**config.mk**
```make
export PLATFORM = sky130hd
export DESIGN_NAME = seq_mant_multiplier_flat
export DESIGN_NICKNAME = d
export VERILOG_FILES = /design/src/rtl/seq_mant_multiplier_if.sv /design/src/rtl/seq_mant_multiplier.sv /design/src/flat_wrapper.sv
export SDC_FILE = /design/constraint.sdc
export NUM_CORES = 1
export LEC_CHECK = 0
export BUFFER_PORTS_ARGS = -buffer_cell sky130_fd_sc_hd__buf_4
export CELL_PAD_IN_SITES_DETAIL_PLACEMENT = 1
export CELL_PAD_IN_SITES_GLOBAL_PLACEMENT = 1
export CORE_MARGIN = 5
export CORE_UTILIZATION = 48
export CTS_CLUSTER_SIZE = 20
export DETAILED_ROUTE_END_ITERATION = 16
export PLACE_DENSITY_LB_ADDON = 0.1
export SKIP_CTS_REPAIR_TIMING = 1
export SLEW_MARGIN = 0
export SYNTH_ARGS = -nofsm -noshare
export SYNTH_HDL_FRONTEND = slang
export SYNTH_SLANG_ARGS = --single-unit
```
**constraint.sdc**
```tcl
create_clock -name clk -period 9.9 [get_ports clk]
set_clock_uncertainty 0.05 [all_clocks]
set_input_delay 0.495 -clock clk [delete_from_list [all_inputs] [get_ports clk]]
set_output_delay 0.495 -clock clk [all_outputs]
set_load 0.02 [all_outputs]
```
**src/rtl/seq_mant_multiplier_if.sv**
```systemverilog
// Operand/product handshake bundle for the sequential mantissa multiplier.
interface seq_mant_multiplier_if #(parameter int WIDTH = 24);
  logic               in_valid;
  logic               in_ready;
  logic [WIDTH-1:0]   a;
  logic [WIDTH-1:0]   b;
  logic               flush;
  logic               out_valid;
  logic               out_ready;
  logic [2*WIDTH-1:0] product;
  logic               busy;

  modport master (
    output in_valid, a, b, flush, out_ready,
    input  in_ready, out_valid, product, busy
  );

  modport slave (
    input  in_valid, a, b, flush, out_ready,
    output in_ready, out_valid, product, busy
  );
endinterface

```
**src/rtl/seq_mant_multiplier.sv**
```systemverilog
// Shift-add mantissa multiplier: one WIDTH+1-bit add per clock, WIDTH iterations per product.
//  state | meaning
//  IDLE  | waiting for an operand pair (in_ready)
//  RUN   | iterating shift-add, one multiplier bit per clock (busy)
//  DONE  | product held until out_ready or flush (out_valid)
module seq_mant_multiplier #(
  parameter int WIDTH = 24,
  parameter int CNT_W = 5
) (
  input logic             clk,
  input logic             rst,
  seq_mant_multiplier_if.slave mul
);
  typedef enum logic [1:0] {IDLE, RUN, DONE} state_t;

  localparam logic [CNT_W-1:0] CNT_LAST = CNT_W'(WIDTH - 1);

  state_t             state, state_nxt;
  logic [WIDTH-1:0]   mcand;
  logic [WIDTH:0]     acc_hi;
  logic [WIDTH-1:0]   acc_lo;
  logic [CNT_W-1:0]   cnt;
  logic [2*WIDTH-1:0] product_q;

  logic               accept, zero_op, iterate, last_iter;
  logic [WIDTH:0]     addend, sum;

  assign zero_op   = (mul.a == '0) || (mul.b == '0);
  assign accept    = (state == IDLE) && mul.in_valid && !mul.flush;
  assign iterate   = (state == RUN) && !mul.flush;
  assign last_iter = (cnt == CNT_LAST);

  // acc_hi[WIDTH] is the adder carry; it is shifted down each iteration
  assign addend = acc_lo[0] ? {1'b0, mcand} : '0;
  assign sum    = acc_hi + addend;

  always_ff @(posedge clk or posedge rst) begin
    if (rst) state <= IDLE;
    else     state <= state_nxt;
  end

  always_comb begin
    state_nxt = state;
    case (state)
      IDLE: if (accept)                        state_nxt = zero_op ? DONE : RUN;
      RUN:  if (mul.flush)                     state_nxt = IDLE;
            else if (last_iter)                state_nxt = DONE;
      DONE: if (mul.flush || mul.out_ready)    state_nxt = IDLE;
      default:                                 state_nxt = IDLE;
    endcase
  end

  always_ff @(posedge clk or posedge rst) begin
    if (rst) begin
      mcand     <= '0;
      acc_hi    <= '0;
      acc_lo    <= '0;
      cnt       <= '0;
      product_q <= '0;
    end else if (accept) begin
      if (zero_op) begin
        product_q <= '0;
      end else begin
        mcand  <= mul.a;
        acc_hi <= '0;
        acc_lo <= mul.b;
        cnt    <= '0;
      end
    end else if (iterate) begin
      acc_hi <= {1'b0, sum[WIDTH:1]};
      acc_lo <= {sum[0], acc_lo[WIDTH-1:1]};
      cnt    <= cnt + 1'b1;
      if (last_iter) product_q <= {sum, acc_lo[WIDTH-1:1]};
    end
  end

  assign mul.in_ready  = (state == IDLE);
  assign mul.out_valid = (state == DONE);
  assign mul.busy      = (state == RUN);
  assign mul.product   = product_q;
endmodule

```
**src/flat_wrapper.sv**
```systemverilog
// flat-port wrapper written by rule: the top's interface ports become plain ports
module seq_mant_multiplier_flat 
#(
  parameter int WIDTH = 24,
  parameter int CNT_W = 5
)
  (clk, rst, mul_in_valid, mul_a, mul_b, mul_flush, mul_out_ready, mul_in_ready, mul_out_valid, mul_product, mul_busy);
  seq_mant_multiplier_if #(.WIDTH(WIDTH)) mul_i ();
  input logic clk;
  input logic rst;
  input wire logic [$bits(mul_i.in_valid)-1:0] mul_in_valid;
  input wire logic [$bits(mul_i.a)-1:0] mul_a;
  input wire logic [$bits(mul_i.b)-1:0] mul_b;
  input wire logic [$bits(mul_i.flush)-1:0] mul_flush;
  input wire logic [$bits(mul_i.out_ready)-1:0] mul_out_ready;
  output wire logic [$bits(mul_i.in_ready)-1:0] mul_in_ready;
  output wire logic [$bits(mul_i.out_valid)-1:0] mul_out_valid;
  output wire logic [$bits(mul_i.product)-1:0] mul_product;
  output wire logic [$bits(mul_i.busy)-1:0] mul_busy;
  assign mul_i.in_valid = mul_in_valid;
  assign mul_i.a = mul_a;
  assign mul_i.b = mul_b;
  assign mul_i.flush = mul_flush;
  assign mul_i.out_ready = mul_out_ready;
  assign mul_in_ready = mul_i.in_ready;
  assign mul_out_valid = mul_i.out_valid;
  assign mul_product = mul_i.product;
  assign mul_busy = mul_i.busy;
  seq_mant_multiplier #(.WIDTH(WIDTH), .CNT_W(CNT_W)) u_core (.clk(clk), .rst(rst), .mul(mul_i));
endmodule
```
Word-level counts from Yosys, hierarchy flattened --
Cells that the tools add are included.
Operators by class: reduce and logical (&&, ||, !) cells 15, equality and inequality tests 8, muxes and demuxes 20, bitwise logic cells 1, $add $sub $neg 2
Operator list (count):
- 48-bit 2-to-1 mux | 4
- 24-bit 2-to-1 mux | 4
- 25-bit 2-to-1 mux | 3
- 24-bit zero test | 2
- 25-bit adder | 1
- 5-bit 2-to-1 mux | 3
- 2-bit 2-to-1 mux | 5
- 2-bit one-hot mux with 3 select lines | 1
- 3-bit AND reduction | 2
- 5-bit by 1-bit adder with 5-bit output, second input constant | 1
- 5-bit == test, second input constant | 1
- 2-bit by 1-bit != test with 1-bit output, second input constant | 2
- 2-bit != test, second input constant | 2
- 2-bit AND reduction | 2
- 2-bit nonzero test | 2
- 1-bit logical AND | 3
- 3-bit by 2-bit != test with 1-bit output, second input constant | 1
- 2-bit by 1-bit == test with 1-bit output, second input constant | 1
- 2-bit == test, second input constant | 1
- 2-bit zero test | 1
- 1-bit logical OR | 2
- 1-bit zero test | 1
- 1-bit NOT | 1
Storage, ports and cells: register bits 128, bits of input ports 53

Depth between registers and ports, before layout --
Gate-level depths: netlist of run 1.
depth in word-level cells 5, depth in mapped cells 11, gate-level depth less buffers 11

Worst setup path after synthesis of run 1 --
Ideal clock, no wire load.
kind register to register, start point register u_core.acc_lo[0], end point register u_core.acc_hi[21], setup slack 7340 ps, data required time 9712 ps, buffers on the path 2, cell stages (with the launch flop) 12, library setup time 138 ps, data arrival time 2372 ps, cells stage by stage dfrtp_1 clkbuf_1 and2_1 ha_1 buf_2 a21o_1 a21o_1 a221oi_2 o21ai_2 o31ai_2 xor2_1 o22ai_1
On the way: longest elaborated chain between the ends 4
RTL lines:
- from (decl) | line seq_mant_multiplier.sv:21 | logic [WIDTH-1:0] acc_lo;
- from (signal assigned) | line seq_mant_multiplier.sv:66 | acc_lo <= mul.b;
- from (signal assigned) | line seq_mant_multiplier.sv:71 | acc_lo <= {sum[0], acc_lo[WIDTH-1:1]};
- 24-bit 2-to-1 mux | line seq_mant_multiplier.sv:34 | assign addend = acc_lo[0] ? {1'b0, mcand} : '0;
- 25-bit adder | line seq_mant_multiplier.sv:35 | assign sum = acc_hi + addend;
- 25-bit 2-to-1 mux | line seq_mant_multiplier.sv:69 | end else if (iterate) begin
- 25-bit 2-to-1 mux | line seq_mant_multiplier.sv:60 | end else if (accept) begin
- to (signal assigned) | line seq_mant_multiplier.sv:70 | acc_hi <= {1'b0, sum[WIDTH:1]};
- to (decl) | line seq_mant_multiplier.sv:20 | logic [WIDTH:0] acc_hi;
No other way between the ends. The select of a mux whose other input is x is not followed. A chain may end at the register's enable or synchronous reset.

Worst setup path in the final report of run 1 --
start point register u_core.acc_lo[0], end point register u_core.product_q[39], in the netlist u_core.mul.product[39]
On the way: longest elaborated chain between the ends 5
RTL lines:
- 24-bit 2-to-1 mux | line seq_mant_multiplier.sv:34
- 25-bit adder | line seq_mant_multiplier.sv:35
- 48-bit 2-to-1 mux | line seq_mant_multiplier.sv:73 | if (last_iter) product_q <= {sum, acc_lo[WIDTH-1:1]};
- 48-bit 2-to-1 mux | line seq_mant_multiplier.sv:69
- 48-bit 2-to-1 mux | line seq_mant_multiplier.sv:60
- to (signal assigned) | line seq_mant_multiplier.sv:73
- to (decl) | line seq_mant_multiplier.sv:23 | logic [2*WIDTH-1:0] product_q;
No other way between the ends. The select of a mux whose other input is x is not followed.

==> flow_summary.yaml, run 1 <==
status:
  status: "finished clean"
timing:
  fmax_mhz: 292.1
  worst_slew_pin_slew_ns: 1.132
  fin_crit_sh: 0.3458
  fin_crit_ns: 3.423
  fin_tns_setup_ns: 0
  drv_slew: 0
  max_slew_margin: 0.2450
  hold_violations: 0
  rsz0062_at_grt: "false"
  finalSetupViolCount: 0
logic_synthesis:
  synth_top_area_cell: "dfrtp_1"
  synth_nets: 710
  syn_avg_cell_area_um2: 10.23
  syn_inst: 631
  synth_area_leaders: "dfrtp_1 (49%), nand2_1 (6.7%), mux2_2 (5.6%), ha_1 (4.8%), a22o_1 (4.3%)"
  syn_area_um2: 6454
  synth_top_cell_area_share: 0.4924
  synth_cell_types: 61
  ys_seq_area_frac: 0.4924
  yosys_warnings: 0
  synth_edf_count: 0
  synth_seq_cells: 127
  synth_ff_type: "dfrtp_1"
  synthArstFlopShare: 1.000
drt:
  wl_um: 18840
  drc: 0
  initialDrtViolationCount: 355
  detail-route-antenna-nets: 0
  drt-vias-per-instance: 5.843
  wire_per_inst_um: 20.66
  via_count: 5329
  first_pass_iters: 5
die:
  core_area_um2: 13190
  initial_core_util: 0.4893
  ios: 104
  dieHeight_um: 126.0
  num_rows: 42
  die_area_um2: 15860
  dieWidth_um: 126.0
power_and_ir_drop:
  switching_share: 0.3506
  switching_power_w: 0.0006824
  power_frac_seq: 0.370
  p_clk_frac: 0.332
  p_per_area_nw_per_um2: 245.1
  power_leakage_nw: 3.796
  p_int_w: 0.001264
  peakVddDrop_mv: 0.1181
  pwr-share-comb: 0.298
setup_path:
  start_kind: "flip-flop"
  critPathLaunch: "u_core.acc_lo[0]"
  required_ns: 10.16
  cp_max_fo: 25
  critPathKind: "reg2reg"
  reg2regPathDepth: 11
  cp-endpoint: "u_core.mul.product[39]"
  rr_startpoint: "u_core.acc_lo[0]"
  endpoint_kind: "flip-flop"
  reg2reg_to: "u_core.mul.product[39]"
  r2r_slack_ns: 6.48
  cp_data_arrival_time_ns: 3.68
hold_path:
  min-delay-path-class: "in2async"
final_layout:
  stdcell_count: 912
  nFillCells: 1439
  diodes: 0
  drive_gt1_frac: 0.2595
  fin_nets: 802
  finalInstanceArea_um2: 7940
  synthToLayoutAreaGrowth_pct: 23.03
global_routing:
  grt_pass1_vias: 5867
  globalRouteMet3Util: 0.05165
  grt_use_met1: 0.2971
  grt_usage: 0.2441
  grt_util_met2: 0.4266
  antenna_found_initial: 0
  grt_max_degree: 74
  grt_remaining_overflow: 0
  grt_pass1_wl_um: 30730
  busiest_layer: "met2"
placement:
  placedCellCount: 880
  port_buffers: 103
  hpwl_um: 12880
  place_area_um2: 7335
  gp_congestion: 0.8568
clocking:
  cts.sinks: 127
  cts_tree: "built"
  root_buffer: "clkbuf_16"
  clkTransAtPathRegs_ns: 0.06
  clock_latency_ns: 0.43
  clock_path_buffers: 2
  cts_buffers: 17
  h-tree-depth: 4
job:
  drv_cap: 0
flip-flops by register name, summed over array words and instances (netlist names):
| signal | cells |
|---|---|
| u_core.acc_hi | 24 |
| u_core.acc_lo | 24 |
| u_core.cnt | 5 |
| u_core.mcand | 24 |
| u_core.mul.product | 48 |
| u_core.state | 2 |
metal layers:
layer,vias to the layer above,part of all wire
li1,2451,-
met1,2698,0.42
met2,145,0.52
met3,35,0.041
met4,0,0.020
met5,-,0
power groups by stage:
| stage | clock network [W] | logic, W | registers [W] |
|---|---|---|---|
| 6_report | 0.000646 | 0.000580 | 0.000721 |
| 5_1_grt | 0.000680 | 0.000648 | 0.000732 |
| 4_1_cts | 0.000655 | 0.000584 | 0.000720 |
| 3_5_place_dp | 0 | 0.000570 | 0.000723 |
| 3_3_place_gp | 0 | 0.000546 | 0.000718 |
| 2_1_floorplan | 0 | 0.000432 | 0.000689 |
stage by stage:
| step | power (W) | setup WS [ns] | util | hold slack [ns] |
|---|---|---|---|---|
| floorplan | 0.001121 | 5.971 | - | 0.4063 |
| global placement | 0.001265 | 6.437 | 0.5561 | 0.4134 |
| detailed placement | 0.001293 | 6.397 | 0.5561 | 0.4268 |
| CTS | 0.001959 | 6.473 | 0.6020 | 0.1440 |
| global route | 0.002060 | 6.252 | 0.6020 | 0.1696 |
| finish | 0.001946 | 6.477 | 0.6020 | 0.1258 |
worst min path at each step:
stage	from	end	slack, ns
after floorplan	u_core.acc_hi[0]	u_core.acc_hi[0]	0.41
after global placement	u_core.mul.product[28]	u_core.mul.product[28]	0.41
after detailed placement	u_core.mul.product[32]	u_core.mul.product[32]	0.43
after CTS	rst	u_core.mul.product[0]	0.14
after global routing	rst	u_core.mul.product[0]	0.17
final	rst	u_core.cnt[4]	0.13
final cells by class:
class	count	area, um2	area share
well taps	176	220.2	0.02773
clock inverters	13	162.7	0.02049
inverters	7	28.78	0.003624
clock buffers	19	442.9	0.05578
multi-input cells	462	3097	0.3900
flip-flops and latches	127	3178	0.4003
repair buffers	108	810.8	0.1021
cell families (layout without fill, tap and decap cells):
group,after synthesis,after routing,share of synthesized area
adder cells (fa/ha/maj),26,26,0.05157
flip-flops,127,127,0.4924
XOR/XNOR,23,23,0.03121
AND/OR/NAND/NOR,209,209,0.1526
multiplexers,33,33,0.05739
AO/OA/AOI/OAI,171,171,0.1865
buffers and inverters,42,147,0.02830
worst max-delay path: stages (launching register included):
cell	delay, ns
dfrtp_1	0.90
and2_1	0.24
ha_1	0.17
inv_1	0.05
fa_1	0.40
nand2b_1	0.18
a21oi_1	0.23
a21oi_1	0.21
a2bb2oi_2	0.34
xnor2_1	0.16
nor2_1	0.07
mux2_2	0.30
Yosys cell counts (4+ instances only):
cell and n:
nor2_1 27, nor4_1 12, ha_1 25, clkbuf_1 20, inv_1 7, a22oi_1 24
nand3_1 4, dfrtp_1 127, o21ai_0 46, xor2_1 13, a22o_1 32, and2_1 25
a21o_1 8, buf_2 13, nand2_1 116, xnor2_1 10, nand4_1 6, mux2_2 32
a21oi_1 26
layout by cell type, fill, tap and decap left out, types with 3 or more instances in the layout:
cell type	instances
nor4_1	12
xor2_1	13
clkinv_2	3
bufinv_16	3
xnor2_1	10
nand2_1	116
o21a_1	3
clkinvlp_4	3
nand3_1	4
a21oi_1	26
nand4_1	6
mux2_2	32
o21ai_0	46
a22o_1	32
inv_1	6
a31oi_1	3
and2_1	24
buf_4	108
nor2_1	26
a21o_1	8
nor2b_1	3
dfrtp_1	127
ha_1	25
clkbuf_16	17
o22ai_1	3
a22oi_1	24
No activity file was read; power rests on OpenSTA's default activity.
==> run 2: changes to the inputs <==
Settings changed: CORE_UTILIZATION 48 to 44.
Clock period 9.9 ns to 3.16 ns, I/O delays scaled along.
==> flow_summary.yaml, run 2 (synthesized netlist as in run 1, its figures left out) <==
setup_path:
  r2r_slack_ns: 0.17
  path_cells: "buf_4, and2_1, ha_1, inv_1, fa_1, nand2b_1, a21oi_1, a21oi_1, a2bb2oi_2, xnor2_1, nor2_1, mux2_2"
  cp_common_cell: "a21oi_1"
  cpLargestDelayFamily: "compound AO/OA/AOI/OAI gates"
  reg2regPathDepth: 12
  cp_slowest_cell: "fa_1"
  cp_data_arrival_time_ns: 3.24
  critPathMaxStageDelay_ns: 0.39
  critPathKind: "reg2reg"
  start_kind: "flip-flop"
  rr_startpoint: "u_core.acc_lo[0]"
  reg2reg_to: "u_core.mul.product[39]"
  cp_max_fo: 12
  required_ns: 3.41
  endpoint_kind: "flip-flop"
  worst-path-buf-inv: 2
power_and_ir_drop:
  power_leakage_nw: 4.061
  p_per_area_nw_per_um2: 718.6
  peakVddDrop_mv: 0.4393
placement:
  place_area_um2: 7461
  hpwl_um: 13480
  gp_congestion: 0.8825
  port_buffers: 103
timing:
  rsz0062_at_grt: "false"
  fin_crit_sh: 0.9466
  drv_slew: 0
  hold_violations: 0
  fin_crit_ns: 2.991
  worst_slew_pin_slew_ns: 0.7182
  fin_tns_setup_ns: 0
  max_slew_margin: 0.5161
  fmax_mhz: 334.3
  finalSetupViolCount: 0
job:
  drv_cap: 0
final_layout:
  finalInstanceArea_um2: 8543
  drive_gt1_frac: 0.2513
  fin_nets: 863
  synthToLayoutAreaGrowth_pct: 32.38
  final_cell_mix: "dfrtp_1 (127), buf_4 (118), nand2_1 (116), dlygate4sd3_1 (49), o21ai_0 (46)"
  final_common_cell: "dfrtp_1"
  largest_register_ffs: 48
  nFillCells: 1569
hold_path:
  hold_end: "u_core.state[1]"
  hold_depth: 4
  worstHoldStart: "mul_out_ready"
  min-delay-path-class: "in2reg"
drt:
  initialDrtViolationCount: 261
  via_count: 5540
  wire_per_inst_um: 20.50
  drc: 0
  detail-route-antenna-nets: 0
  drt-vias-per-instance: 5.647
  first_pass_iters: 5
  wl_um: 20120
status:
  status: "finished clean"
clocking:
  clock_path_buffers: 2
  clock_latency_ns: 0.43
  root_buffer: "clkbuf_16"
  cts_buffers: 17
  cts.sinks: 127
  h-tree-depth: 4
  cts_tree: "built"
  clkTransAtPathRegs_ns: 0.06
global_routing:
  grt_remaining_overflow: 0
  antenna_found_initial: 1
  grt_pass1_wl_um: 31550
  grt_pass1_vias: 5912
  grt_max_degree: 47
  grt_usage: 0.2246
die:
  core_area_um2: 14480
  initial_core_util: 0.4457
  dieWidth_um: 131.1
  ios: 104
  dieHeight_um: 131.1
  num_rows: 44
  die_area_um2: 17190
-- run 2: per-stage QoR --
stage | hold WS, ns | worst slack (ns) | std cells | util | power, W
global route | 0.08826 | 0.04412 | 981 | 0.5900 | 0.006512
finish | 0.06469 | 0.1688 | 981 | 0.5900 | 0.006139
floorplan | 0.2361 | 0.5999 | 631 | - | 0.003513
detailed placement | 0.1711 | 0.2470 | 900 | 0.5153 | 0.004090
global placement | 0.1563 | 0.3931 | 900 | 0.5153 | 0.003988
CTS | -0.2796 | 0.2174 | 931 | 0.5560 | 0.006108
-- run 2: area by class of cell --
class | instances | area (um2) | area share
well taps | 184 | 230.2 | 0.02695
clock inverters | 10 | 138.9 | 0.01626
diodes | 1 | 2.502 | 0.0002929
clock buffers | 21 | 450.4 | 0.05272
multi-input cells | 462 | 3097 | 0.3625
inverters | 7 | 30.03 | 0.003515
repair buffers | 169 | 1416 | 0.1658
flip-flops and latches | 127 | 3178 | 0.3720
-- run 2: worst min-delay path, stage by stage --
cell and delay, ns:
buf_4 0.10, nor2_1 0.09, a21oi_1 0.08, o21ai_0 0.07
-- run 2: how the worst max path moves through the flow --
stage | from | endpoint | slack (ns) | cells after the start
global placement | u_core.acc_lo[0] | u_core.mul.product[39] | 0.39 | 12
finish | u_core.acc_lo[0] | u_core.mul.product[39] | 0.17 | 12
global route | u_core.acc_lo[0] | u_core.acc_hi[15] | 0.04 | 12
detailed placement | u_core.acc_lo[0] | u_core.acc_hi[15] | 0.25 | 12
floorplan | u_core.acc_lo[0] | u_core.acc_hi[21] | 0.60 | 11
CTS | u_core.acc_lo[0] | u_core.acc_hi[15] | 0.22 | 12
-- run 2: power by group --
group	switching, W	total [W]	internal (W)
Clock	0.000727	0.00198	0.00125
Combinational	0.00114	0.00194	0.000800
Sequential	0.000251	0.00222	0.00197
-- run 2: layer usage --
layer | vias to the layer above | routed length [um] | global-route usage
met4 | 0 | 331 | 0.06871
met1 | 2835 | 8620 | 0.2916
met5 | - | 0 | 0
li1 | 2565 | - | -
met3 | 26 | 686 | 0.04052
met2 | 114 | 10480 | 0.3829
==> run 3: changes to the inputs <==
Settings changed: CTS_BUF_LIST from default to sky130_fd_sc_hd__clkbuf_16.
==> flow_summary.yaml, run 3 (synthesized netlist as in run 1, its figures left out) <==
die:
  die_area_um2: 17190
  core_area_um2: 14480
  dieHeight_um: 131.1
  dieWidth_um: 131.1
  num_rows: 44
  ios: 104
  initial_core_util: 0.4457
setup_path:
  r2r_slack_ns: 0.17
  worst-path-buf-inv: 2
  rr_startpoint: "u_core.acc_lo[0]"
  cp_max_fo: 12
  reg2reg_to: "u_core.mul.product[39]"
  start_kind: "flip-flop"
  cp_data_arrival_time_ns: 3.23
  critPathMaxStageDelay_ns: 0.39
  cp_common_cell: "a21oi_1"
  endpoint_kind: "flip-flop"
  critPathKind: "reg2reg"
  cp_slowest_cell: "fa_1"
  required_ns: 3.41
  cp_num_cells: 12
  path_cells: "buf_4, and2_1, ha_1, inv_1, fa_1, nand2b_1, a21oi_1, a21oi_1, a2bb2oi_2, xnor2_1, nor2_1, mux2_2"
  reg2regPathDepth: 12
  cpLargestDelayFamily: "compound AO/OA/AOI/OAI gates"
power_and_ir_drop:
  p_per_area_nw_per_um2: 715.5
  peakVddDrop_mv: 0.4358
  power_leakage_nw: 4.068
final_layout:
  fin_nets: 863
  drive_gt1_frac: 0.2500
  largest_register_ffs: 48
  synthToLayoutAreaGrowth_pct: 32.22
  final_cell_mix: "dfrtp_1 (127), buf_4 (118), nand2_1 (116), dlygate4sd3_1 (49), o21ai_0 (46)"
  nFillCells: 1571
  final_common_cell: "dfrtp_1"
placement:
  dp_slack_ns: 0.2470
  hpwl_um: 13480
  gp_congestion: 0.8825
  port_buffers: 103
timing:
  fmax_mhz: 334.9
  hold_violations: 0
  finalSetupViolCount: 0
  rsz0062_at_grt: "false"
  fin_ws_ns: 0.1740
  max_slew_margin: 0.5069
  fin_tns_setup_ns: 0
  fin_crit_sh: 0.9449
  drv_slew: 0
  worst_slew_pin_slew_ns: 0.7319
  fin_crit_ns: 2.986
drt:
  drt-vias-per-instance: 5.665
  detail-route-antenna-nets: 0
  first_pass_iters: 5
  via_count: 5557
  initialDrtViolationCount: 308
  drc: 0
  wl_um: 20150
  wire_per_inst_um: 20.54
clocking:
  cts.sinks: 127
  h-tree-depth: 4
  clock_path_buffers: 2
  root_buffer: "clkbuf_16"
  clkTransAtPathRegs_ns: 0.06
  clock_latency_ns: 0.42
  cts_buffers: 17
  cts_tree: "built"
global_routing:
  grt_pass1_wl_um: 31480
  grt_remaining_overflow: 0
  grt_pass1_vias: 5909
  grt_usage: 0.2239
  grt_max_degree: 47
  antenna_found_initial: 1
hold_path:
  min-delay-path-class: "in2reg"
  worstHoldStart: "mul_out_ready"
  hold_depth: 4
  hold_end: "u_core.state[1]"
job:
  drv_cap: 0
status:
  status: "finished clean"
==> run 3: cell types whose count changed in the layout (fill, tap and decap cells not counted), sizes merged <==
| cell | delta |
|---|---|
| clkinv | +1 |
| inv | +3 |
| clkbuf | -4 |
==> run 3: metrics by stage <==
step	util	hold slack [ns]	area [um2]	total power (W)	instances
after floorplan	-	0.2361	6457	0.003513	631
after global placement	0.5153	0.1563	7461	0.003988	900
after detailed placement	0.5153	0.1711	7461	0.004090	900
after CTS	0.5553	-0.2796	8040	0.006070	931
after global routing	0.5894	0.08826	8533	0.006477	981
final	0.5894	0.06766	8533	0.006106	981
==> run 3: routing by layer <==
| layer | wire (um) | global-route usage |
|---|---|---|
| met1 | 8733 | 0.2909 |
| met2 | 10410 | 0.3815 |
| met3 | 678 | 0.04052 |
| met4 | 335 | 0.06871 |
| met5 | 0 | 0 |
==> run 3: tightest hold or removal path, delay by kind of cell <==
family	cells	cell delay, ns
compound gates	2	0.15
buf+inv	1	0.10
simple gates	1	0.09
==> run 3: worst max-delay path by stage <==
stage	startpoint	to	slack, ns
2_1_floorplan	u_core.acc_lo[0]	u_core.acc_hi[21]	0.60
3_3_place_gp	u_core.acc_lo[0]	u_core.mul.product[39]	0.39
3_5_place_dp	u_core.acc_lo[0]	u_core.acc_hi[15]	0.25
4_1_cts	u_core.acc_lo[0]	u_core.acc_hi[15]	0.22
5_1_grt	u_core.acc_lo[0]	u_core.acc_hi[15]	0.04
6_report	u_core.acc_lo[0]	u_core.mul.product[39]	0.17
==> run 3: final cells by class <==
cell class	count	area, um2	area share
Clock inverter	14	153.9	0.01804
Inverter	7	30.03	0.003519
Multi-Input combinational cell	462	3097	0.3629
Clock buffer	17	425.4	0.04985
Sequential cell	127	3178	0.3724
Tap cell	184	230.2	0.02698
Antenna cell	1	2.502	0.0002933
Timing Repair Buffer	169	1416	0.1660
==> run 3: where the power goes <==
| part | internal [W] | leakage (nW) | switching [W] | total [W] |
|---|---|---|---|---|
| Clock | 0.00122 | 0.294 | 0.000722 | 0.00194 |
| Sequential | 0.00197 | 1.67 | 0.000254 | 0.00222 |
| Combinational | 0.000800 | 2.11 | 0.00114 | 0.00194 |
